`src/rtl/rom_copy_engine.sv`:
```
// ROM-to-RAM block copy initiator: one ROM read and one handshaked RAM write per word.
// Range is validated up front so a copy never reads outside the ROM window.
module rom_copy_engine #(
   parameter logic [31:0] ROM_BASE = 32'h0000_0000,
   parameter logic [31:0] ROM_END  = 32'h0000_4000,
   parameter int unsigned LEN_BITS = 16
) (
   input  logic                clk,
   input  logic                rst,
   input  logic                start,
   input  logic [31:0]         src_addr,
   input  logic [31:0]         dst_addr,
   input  logic [LEN_BITS-1:0] len_words,
   output logic                busy,
   output logic                done,
   output logic                err,
   output logic [31:0]         rom_addr,
   input  logic [31:0]         rom_data,
   output logic                mem_wvalid,
   input  logic                mem_wready,
   output logic [31:0]         mem_waddr,
   output logic [31:0]         mem_wdata
);

   typedef enum logic [1:0] {IDLE, READ, WRITE, DONE} state_t;

   state_t              state;
   logic [31:0]         rd_ptr;
   logic [31:0]         wr_ptr;
   logic [LEN_BITS-1:0] remaining;

   logic [31:0] src_al;
   logic [31:0] dst_al;
   logic [32:0] src_end;
   logic [32:0] src_below;
   logic        range_bad;

   // 33-bit arithmetic: carry out of the end sum or borrow below the base both flag a violation.
   always_comb begin
      src_al    = {src_addr[31:2], 2'b00};
      dst_al    = {dst_addr[31:2], 2'b00};
      src_end   = {1'b0, src_al} + {{(31-LEN_BITS){1'b0}}, len_words, 2'b00};
      src_below = {1'b0, src_al} - {1'b0, ROM_BASE};
      range_bad = src_below[32] || (src_end > {1'b0, ROM_END});
   end

   always_ff @(posedge clk) begin
      if (rst) begin
         state      <= IDLE;
         rd_ptr     <= '0;
         wr_ptr     <= '0;
         remaining  <= '0;
         busy       <= 1'b0;
         done       <= 1'b0;
         err        <= 1'b0;
         rom_addr   <= '0;
         mem_wvalid <= 1'b0;
         mem_waddr  <= '0;
         mem_wdata  <= '0;
      end else begin
         done <= 1'b0;
         case (state)
            IDLE: begin
               if (start) begin
                  if (len_words == '0) begin
                     err   <= 1'b0;
                     done  <= 1'b1;
                     state <= DONE;
                  end else if (range_bad) begin
                     err   <= 1'b1;
                     done  <= 1'b1;
                     state <= DONE;
                  end else begin
                     err       <= 1'b0;
                     rd_ptr    <= src_al;
                     wr_ptr    <= dst_al;
                     remaining <= len_words;
                     rom_addr  <= src_al;
                     busy      <= 1'b1;
                     state     <= READ;
                  end
               end
            end
            READ: begin
               mem_wdata  <= rom_data;
               mem_waddr  <= wr_ptr;
               mem_wvalid <= 1'b1;
               state      <= WRITE;
            end
            WRITE: begin
               if (mem_wready) begin
                  mem_wvalid <= 1'b0;
                  rd_ptr     <= rd_ptr + 32'd4;
                  wr_ptr     <= wr_ptr + 32'd4;
                  remaining  <= remaining - LEN_BITS'(1);
                  if (remaining == LEN_BITS'(1)) begin
                     busy  <= 1'b0;
                     done  <= 1'b1;
                     state <= DONE;
                  end else begin
                     // rom_addr is registered, so it is loaded with the next pointer on entry to READ
                     rom_addr <= rd_ptr + 32'd4;
                     state    <= READ;
                  end
               end
            end
            DONE: begin
               state <= IDLE;
            end
            default: state <= IDLE;
         endcase
      end
   end

endmodule

```
`config.mk`:
```
export PLATFORM = sky130hd
export DESIGN_NAME = rom_copy_engine
export DESIGN_NICKNAME = d
export VERILOG_FILES = /design/src/rtl/rom_copy_engine.sv
export SDC_FILE = /design/constraint.sdc
export NUM_CORES = 1
export LEC_CHECK = 0
export CORE_ASPECT_RATIO = 1.4
export CORE_MARGIN = 2
export CORE_UTILIZATION = 55
export DETAILED_ROUTE_END_ITERATION = 6
export PLACE_DENSITY = 0.91
export SLEW_MARGIN = 20
export SYNTH_ARGS = -nofsm -noshare
export SYNTH_HDL_FRONTEND = slang
export SYNTH_SLANG_ARGS = --single-unit
```
`constraint.sdc`:
```
create_clock -name clk -period 7.3 [get_ports clk]
set_input_delay 1.095 -clock clk [delete_from_list [all_inputs] [get_ports clk]]
set_output_delay 1.095 -clock clk [all_outputs]
set_load 0.03 [all_outputs]
```
==> impl_metrics.env, run 1 <==
export IMPL_postCtsHoldBufs=0
export IMPL_cts_path_max_buffers=2
export IMPL_final_util_pct=70.9
export IMPL_clkSinkCount=178
export IMPL_crit_fanout=22
export IMPL_cts_made_buffers=17
export IMPL_synth_area_per_cell_um2=7.40
export IMPL_cts_tree="yes"
export IMPL_die_w_um=118
export IMPL_antenna_left=0
export IMPL_synth_warnings=0
export IMPL_synth_ff_type="dfxtp_1"
export IMPL_async_reset_ff_share_pct=0
export IMPL_num_antenna_cells=0
export IMPL_fin_skew_ns=0.0139
export IMPL_clk_insertion_delay_late_ns=0.44
export IMPL_total_power_uw=2560
export IMPL_antenna_found_initial=1
export IMPL_synth_top_area_cell="dfxtp_1"
export IMPL_postCtsSetupRepairBufs=0
export IMPL_core_mm2=0.0179
export IMPL_crit_type="input port to flop"
export IMPL_relSlewSlack_pct=37.1
export IMPL_pin_count=216
export IMPL_wl_mm=30.9
export IMPL_cts_resized=0
export IMPL_drt_iter0_markers=1068
export IMPL_synth_area_leaders="dfxtp_1, nand2_1, a21oi_1"
export IMPL_root_buffer="clkbuf_16"
export IMPL_yosysMostFrequentCell="nand2_1"
export IMPL_drive_above_1_share_pct=4.80
export IMPL_crit_path_start_kind="input port"
export IMPL_rsz0062_at_grt="no"
export IMPL_p_per_area_mw_per_mm2=203
export IMPL_netlist_instances=1346
export IMPL_tightest_slew_ns=0.944
export IMPL_grt_overflow_total=0
export IMPL_gp_congestion=0.884
export IMPL_synth_seq_cells=178
export IMPL_synth_edf_count=0
export IMPL_dpl_cell_count=1707
export IMPL_dieHeight_um=163
export IMPL_die_area_mm2=0.0192
export IMPL_cp_required_ns=7.67
export IMPL_drv_cap=0
export IMPL_peakVddDrop_uv=171
export IMPL_grt_pass1_vias=9908
export IMPL_crit_arrival_ns=6.05
export IMPL_htreeDepth=4
export IMPL_timing_final_crit_share_pct=77.9
export IMPL_setup_viol=0
export IMPL_wl_per_cell_um=17.8
export IMPL_worstSetupEndpointType="flop"
export IMPL_hp_class="flop to flop"
export IMPL_seq_area_frac_synth_pct=35.8
export IMPL_grt_pass1_wl_mm=49.7
export IMPL_drtPass1Iterations=5
export IMPL_viasPerCell=6.05
export IMPL_hold_viol_final=0
export IMPL_fin_nets=1623
export IMPL_dr_total_vias=10500
export IMPL_p_leak_uw=0.00447
export IMPL_syn_area_mm2=0.00997
export IMPL_fin_setup_tns_ns=0
export IMPL_pre_cts_slack_ns=1.19
export IMPL_start_util_pct=55.8
export IMPL_track_usage_pct=31.8
export IMPL_fin_crit_ns=5.68
export IMPL_layout_cells_non_filler=1739
export IMPL_setup_ws_ns=1.62
export IMPL_area_growth_pct=26.9
export IMPL_status="completed"
export IMPL_num_rows=58
export IMPL_synth_distinct_cells=74
export IMPL_io_buffers=209
export IMPL_hpwl_mm=21.7
export IMPL_timing_fmax_mhz=176
export IMPL_grt_max_degree=99
export IMPL_drv_slew=0
export IMPL_cts_clk_slew_worst_paths_ns=0.08
export IMPL_synth_common_cells="nand2_1, dfxtp_1, a21oi_1, nor2_1, clkbuf_1"
export IMPL_yosys_area_top_type_share_pct=35.8
export IMPL_drc=0
## sequential cells by signal (all words and copies together), names as in the netlist, 2 cells and up
name and count:
mem_waddr 30, rom_addr 32, wr_ptr 30, rd_ptr 32, mem_wdata 32, remaining 16, state 2
## report_power, final
| group | switching [uW] | internal (uW) | total [uW] |
|---|---|---|---|
| sequential | 44.9 | 1020 | 1060 |
| combinational | 322 | 216 | 538 |
| clock | 463 | 500 | 963 |
## final cells by class
type | instances | area, um^2
tap | 240 | 300
clock inverter | 15 | 203
fill | 1395 | 5200
clock buffer | 17 | 425
timing repair buffer | 222 | 2190
sequential | 178 | 3560
multi-input combinational | 1056 | 5930
inverter | 11 | 41.3
## metrics by stage
stage | area [um^2] | hold WS (ns)
global placement | 12000 | 0.441
CTS | 12600 | 0.457
detailed placement | 12000 | 0.446
floorplan | 9970 | 0.440
global route | 12700 | 0.476
finish | 12700 | 0.456
## logic make-up (layout without fill, tap and decap cells)
kind of cell    after synthesis  in the layout  share of synthesized area (%)
compound gates              338            338                           21.3
xor+xnor                     36             36                           3.16
fa+ha+maj                    21             21                           2.71
buf+inv                     113            265                           5.05
flops                       178            178                           35.8
mux                          28             28                           2.86
other cells                   1              2                         0.0376
simple gates                631            631                           29.2
## path summary, 6_finish.rpt
path	from	endpoint	slack, ns	cells after the start
worst max-delay path	len_words[15]	rom_addr[11]$_SDFFE_PP0P_	1.62	12
worst min-delay path	mem_waddr[7]$_SDFFE_PP0P_	mem_waddr[7]$_SDFFE_PP0P_	0.46	2
worst max register to register	state[1]$_SDFFE_PP0P_	rom_addr[11]$_SDFFE_PP0P_	4.21	8
worst min register to register	mem_waddr[7]$_SDFFE_PP0P_	mem_waddr[7]$_SDFFE_PP0P_	0.46	2
## worst max-delay path, cell delays in order
cell,delay (ns)
clkdlybuf4s50_1,0.52
ha_1,0.47
nand4_1,0.21
or3b_1,0.46
o311ai_1,0.46
mux2_1,0.39
or4_4,0.52
or4b_1,0.71
nand2_1,0.60
buf_4,0.36
nand2_1,0.11
o21ai_0,0.12
## metal layers
| metal | GRT usage (%) | routed length, um | share of wire, % |
|---|---|---|---|
| met3 | 5.76 | 2050 | 6.6 |
| met5 | 0 | 0 | 0 |
| met1 | 36.5 | 11900 | 38 |
| met4 | 16.6 | 1530 | 4.9 |
| met2 | 56.4 | 15500 | 50 |
## cells in the final DEF, fill, tap and decap left out, types with 5 or more instances in the layout
cell type	instances
o21ai_0	63
dfxtp_1	178
nand3_1	63
o22ai_1	8
nor4_1	11
a211oi_1	35
nor3_1	25
nand3b_1	24
o31ai_1	10
nand2b_1	7
or3_1	18
a21o_1	10
ha_1	20
buf_4	14
nand4_1	23
inv_8	5
o211a_1	6
inv_1	11
and2_1	7
a31oi_1	9
o211ai_1	17
and3_1	16
xor2_1	23
nor2_1	83
mux2i_1	24
clkbuf_16	17
a21oi_1	135
clkdlybuf4s50_1	208
xnor2_1	13
nand2_1	322
(Power assumes the default switching activity.)
==> inputs of run 2 (changes only) <==
- CORE_UTILIZATION: 55 -> 52
- PLACE_DENSITY: 0.91 -> 0.87
- clock period: 7.3 -> 5.6 ns (I/O delays scaled with it)
==> run 2 against run 1 <==
Combinational power increased by 34%. Clock skew is essentially flat. Setup slack got worse by 1.1 ns. Global-route usage decreased by 1.9 points. Cell count rose by 0.92%. Sequential share of layout area is 0.37 points lower. First-iteration DRC count fell by 2.3%. Clock power grew 33%. Hold slack got worse by 0.0013 ns. Count of clock-buffer cells in the layout is the same. Non-clock buffer count is 12 higher. Sequential power is 31% higher. Largest cell class unchanged.
==> impl_metrics.env, run 2 (synthesis gave the netlist of run 1 again) <==
export IMPL_status="completed"
export IMPL_crit_arrival_ns=5.37
export IMPL_tightest_slew_ns=1.08
export IMPL_num_rows=59
export IMPL_die_w_um=121
export IMPL_hp_class="flop to flop"
export IMPL_htreeDepth=4
export IMPL_cp_required_ns=5.88
export IMPL_fin_skew_ns=0.0144
export IMPL_timing_final_crit_share_pct=90.9
export IMPL_place_area_mm2=0.0122
export IMPL_cts_resized=0
export IMPL_peakVddDrop_uv=174
export IMPL_antenna_left=0
export IMPL_hold_viol_final=0
export IMPL_drv_slew=0
export IMPL_crit_fanout=22
export IMPL_r2r_start="remaining[2]$_SDFFE_PP0P_"
export IMPL_clk_insertion_delay_late_ns=0.44
export IMPL_postCtsHoldBufs=0
export IMPL_clkSinkCount=178
export IMPL_num_antenna_cells=0
export IMPL_gp_congestion=0.918
export IMPL_grt_pass1_wl_mm=49.0
export IMPL_worstSetupEndpointType="flop"
export IMPL_crit_type="input port to flop"
export IMPL_timing_fmax_mhz=197
export IMPL_track_usage_pct=29.9
export IMPL_fin_setup_tns_ns=0
export IMPL_drt_iter0_markers=1043
export IMPL_drv_cap=0
export IMPL_die_area_mm2=0.0203
export IMPL_crit_path_start_kind="input port"
export IMPL_rr_endpoint="remaining[10]$_SDFFE_PP0P_"
export IMPL_wl_per_cell_um=17.7
export IMPL_cts_clk_slew_worst_paths_ns=0.07
export IMPL_grt_max_degree=187
export IMPL_viasPerCell=5.99
export IMPL_hold_end="mem_waddr[6]$_SDFFE_PP0P_"
export IMPL_wl_mm=31.0
export IMPL_fin_nets=1635
export IMPL_drive_above_1_share_pct=5.56
export IMPL_grt_overflow_total=0
export IMPL_cts_path_max_buffers=2
export IMPL_pin_count=216
export IMPL_antenna_found_initial=0
export IMPL_post_route_cell_area_mm2=0.0128
export IMPL_relSlewSlack_pct=27.7
export IMPL_drc=0
export IMPL_final_cell_mix="nand2_1, clkdlybuf4s50_1, dfxtp_1, a21oi_1, nor2_1"
export IMPL_min_path_cells=2
export IMPL_reg2reg_depth=9
export IMPL_total_power_uw=3390
export IMPL_layout_cells_non_filler=1755
export IMPL_p_leak_uw=0.00455
export IMPL_p_per_area_mw_per_mm2=264
export IMPL_dr_total_vias=10500
export IMPL_area_growth_pct=28.6
export IMPL_postCtsSetupRepairBufs=0
export IMPL_rrSetupSlack_ns=2.81
export IMPL_grt_pass1_vias=9810
export IMPL_dpl_cell_count=1723
export IMPL_dieHeight_um=168
export IMPL_final_util_pct=68.6
export IMPL_reg_largest_list="mem_wdata: 32 flops, rd_ptr: 32 flops, rom_addr: 32 flops"
export IMPL_cts_made_buffers=17
export IMPL_layout_commonest_cell="nand2_1"
export IMPL_root_buffer="clkbuf_16"
export IMPL_setup_viol=0
export IMPL_io_buffers=209
export IMPL_hpwl_mm=21.7
export IMPL_core_mm2=0.0187
export IMPL_start_util_pct=53.4
export IMPL_fin_crit_ns=5.09
export IMPL_rsz0062_at_grt="no"
export IMPL_cts_tree="yes"
export IMPL_worstHoldStart="mem_waddr[6]$_SDFFE_PP0P_"
export IMPL_drtPass1Iterations=5
run 2: changes by cell type in the layout (fill, tap and decap cells not counted):
cell | before | now
buf_4 | 14 | 21
buf_12 | 0 | 5
inv_6 | 1 | 4
inv_8 | 5 | 3
bufinv_16 | 1 | 2
clkinv_4 | 3 | 2
inv_12 | 1 | 0
run 2: routing by layer:
layer	part of all wire [%]	global-route usage [%]	wire length [um]
met5	0	0	0
met4	4.0	13.9	1250
met3	7.0	5.49	2190
met2	50	52.9	15600
met1	39	34.4	12000
run 2: per-stage QoR:
step	hold slack, ns	setup WS, ns
after floorplan	0.440	1.19
after global placement	0.441	0.259
after detailed placement	0.446	0.164
after CTS	0.456	0.581
after global routing	0.474	0.342
final	0.455	0.512
run 2: report_power, final:
group	internal, uW	switching, uW
clock	689	592
combinational	294	427
sequential	1330	58.3
total	2310	1080
run 2: layout make-up:
type                    instances  area, um^2
multi-input cells            1056        5930
fillers                      1557        5860
flip-flops and latches        178        3560
repair buffers                234        2340
clock buffers                  17         425
well taps                     244         305
clock inverters                15         211
inverters                      11        41.3
run 2: how the worst max path moves through the flow:
stage                       startpoint                 endpoint  slack [ns]  cells after the start
final                     len_words[0]  wr_ptr[11]$_SDFFE_PP0P_        0.51                     15
after CTS                 len_words[0]   wr_ptr[8]$_SDFFE_PP0P_        0.58                     15
after global routing      len_words[0]  wr_ptr[11]$_SDFFE_PP0P_        0.34                     15
after detailed placement  len_words[0]  wr_ptr[11]$_SDFFE_PP0P_        0.16                     15
after global placement    len_words[0]   wr_ptr[5]$_SDFFE_PP0P_        0.26                     15
after floorplan           src_addr[17]  wr_ptr[10]$_SDFFE_PP0P_        1.19                     14
run 2: worst max-delay path: stages:
cell and delay, ns:
clkdlybuf4s50_1 0.48, ha_1 0.25, fa_1 0.41, a21o_1 0.23, and4_1 0.23, o211a_4 0.28, a211oi_4 0.33, a21oi_1 0.13
xnor2_1 0.14, or4_4 0.46, or4b_1 0.74, nand2_4 0.27, buf_12 0.21, mux2i_1 0.25, a21oi_1 0.11
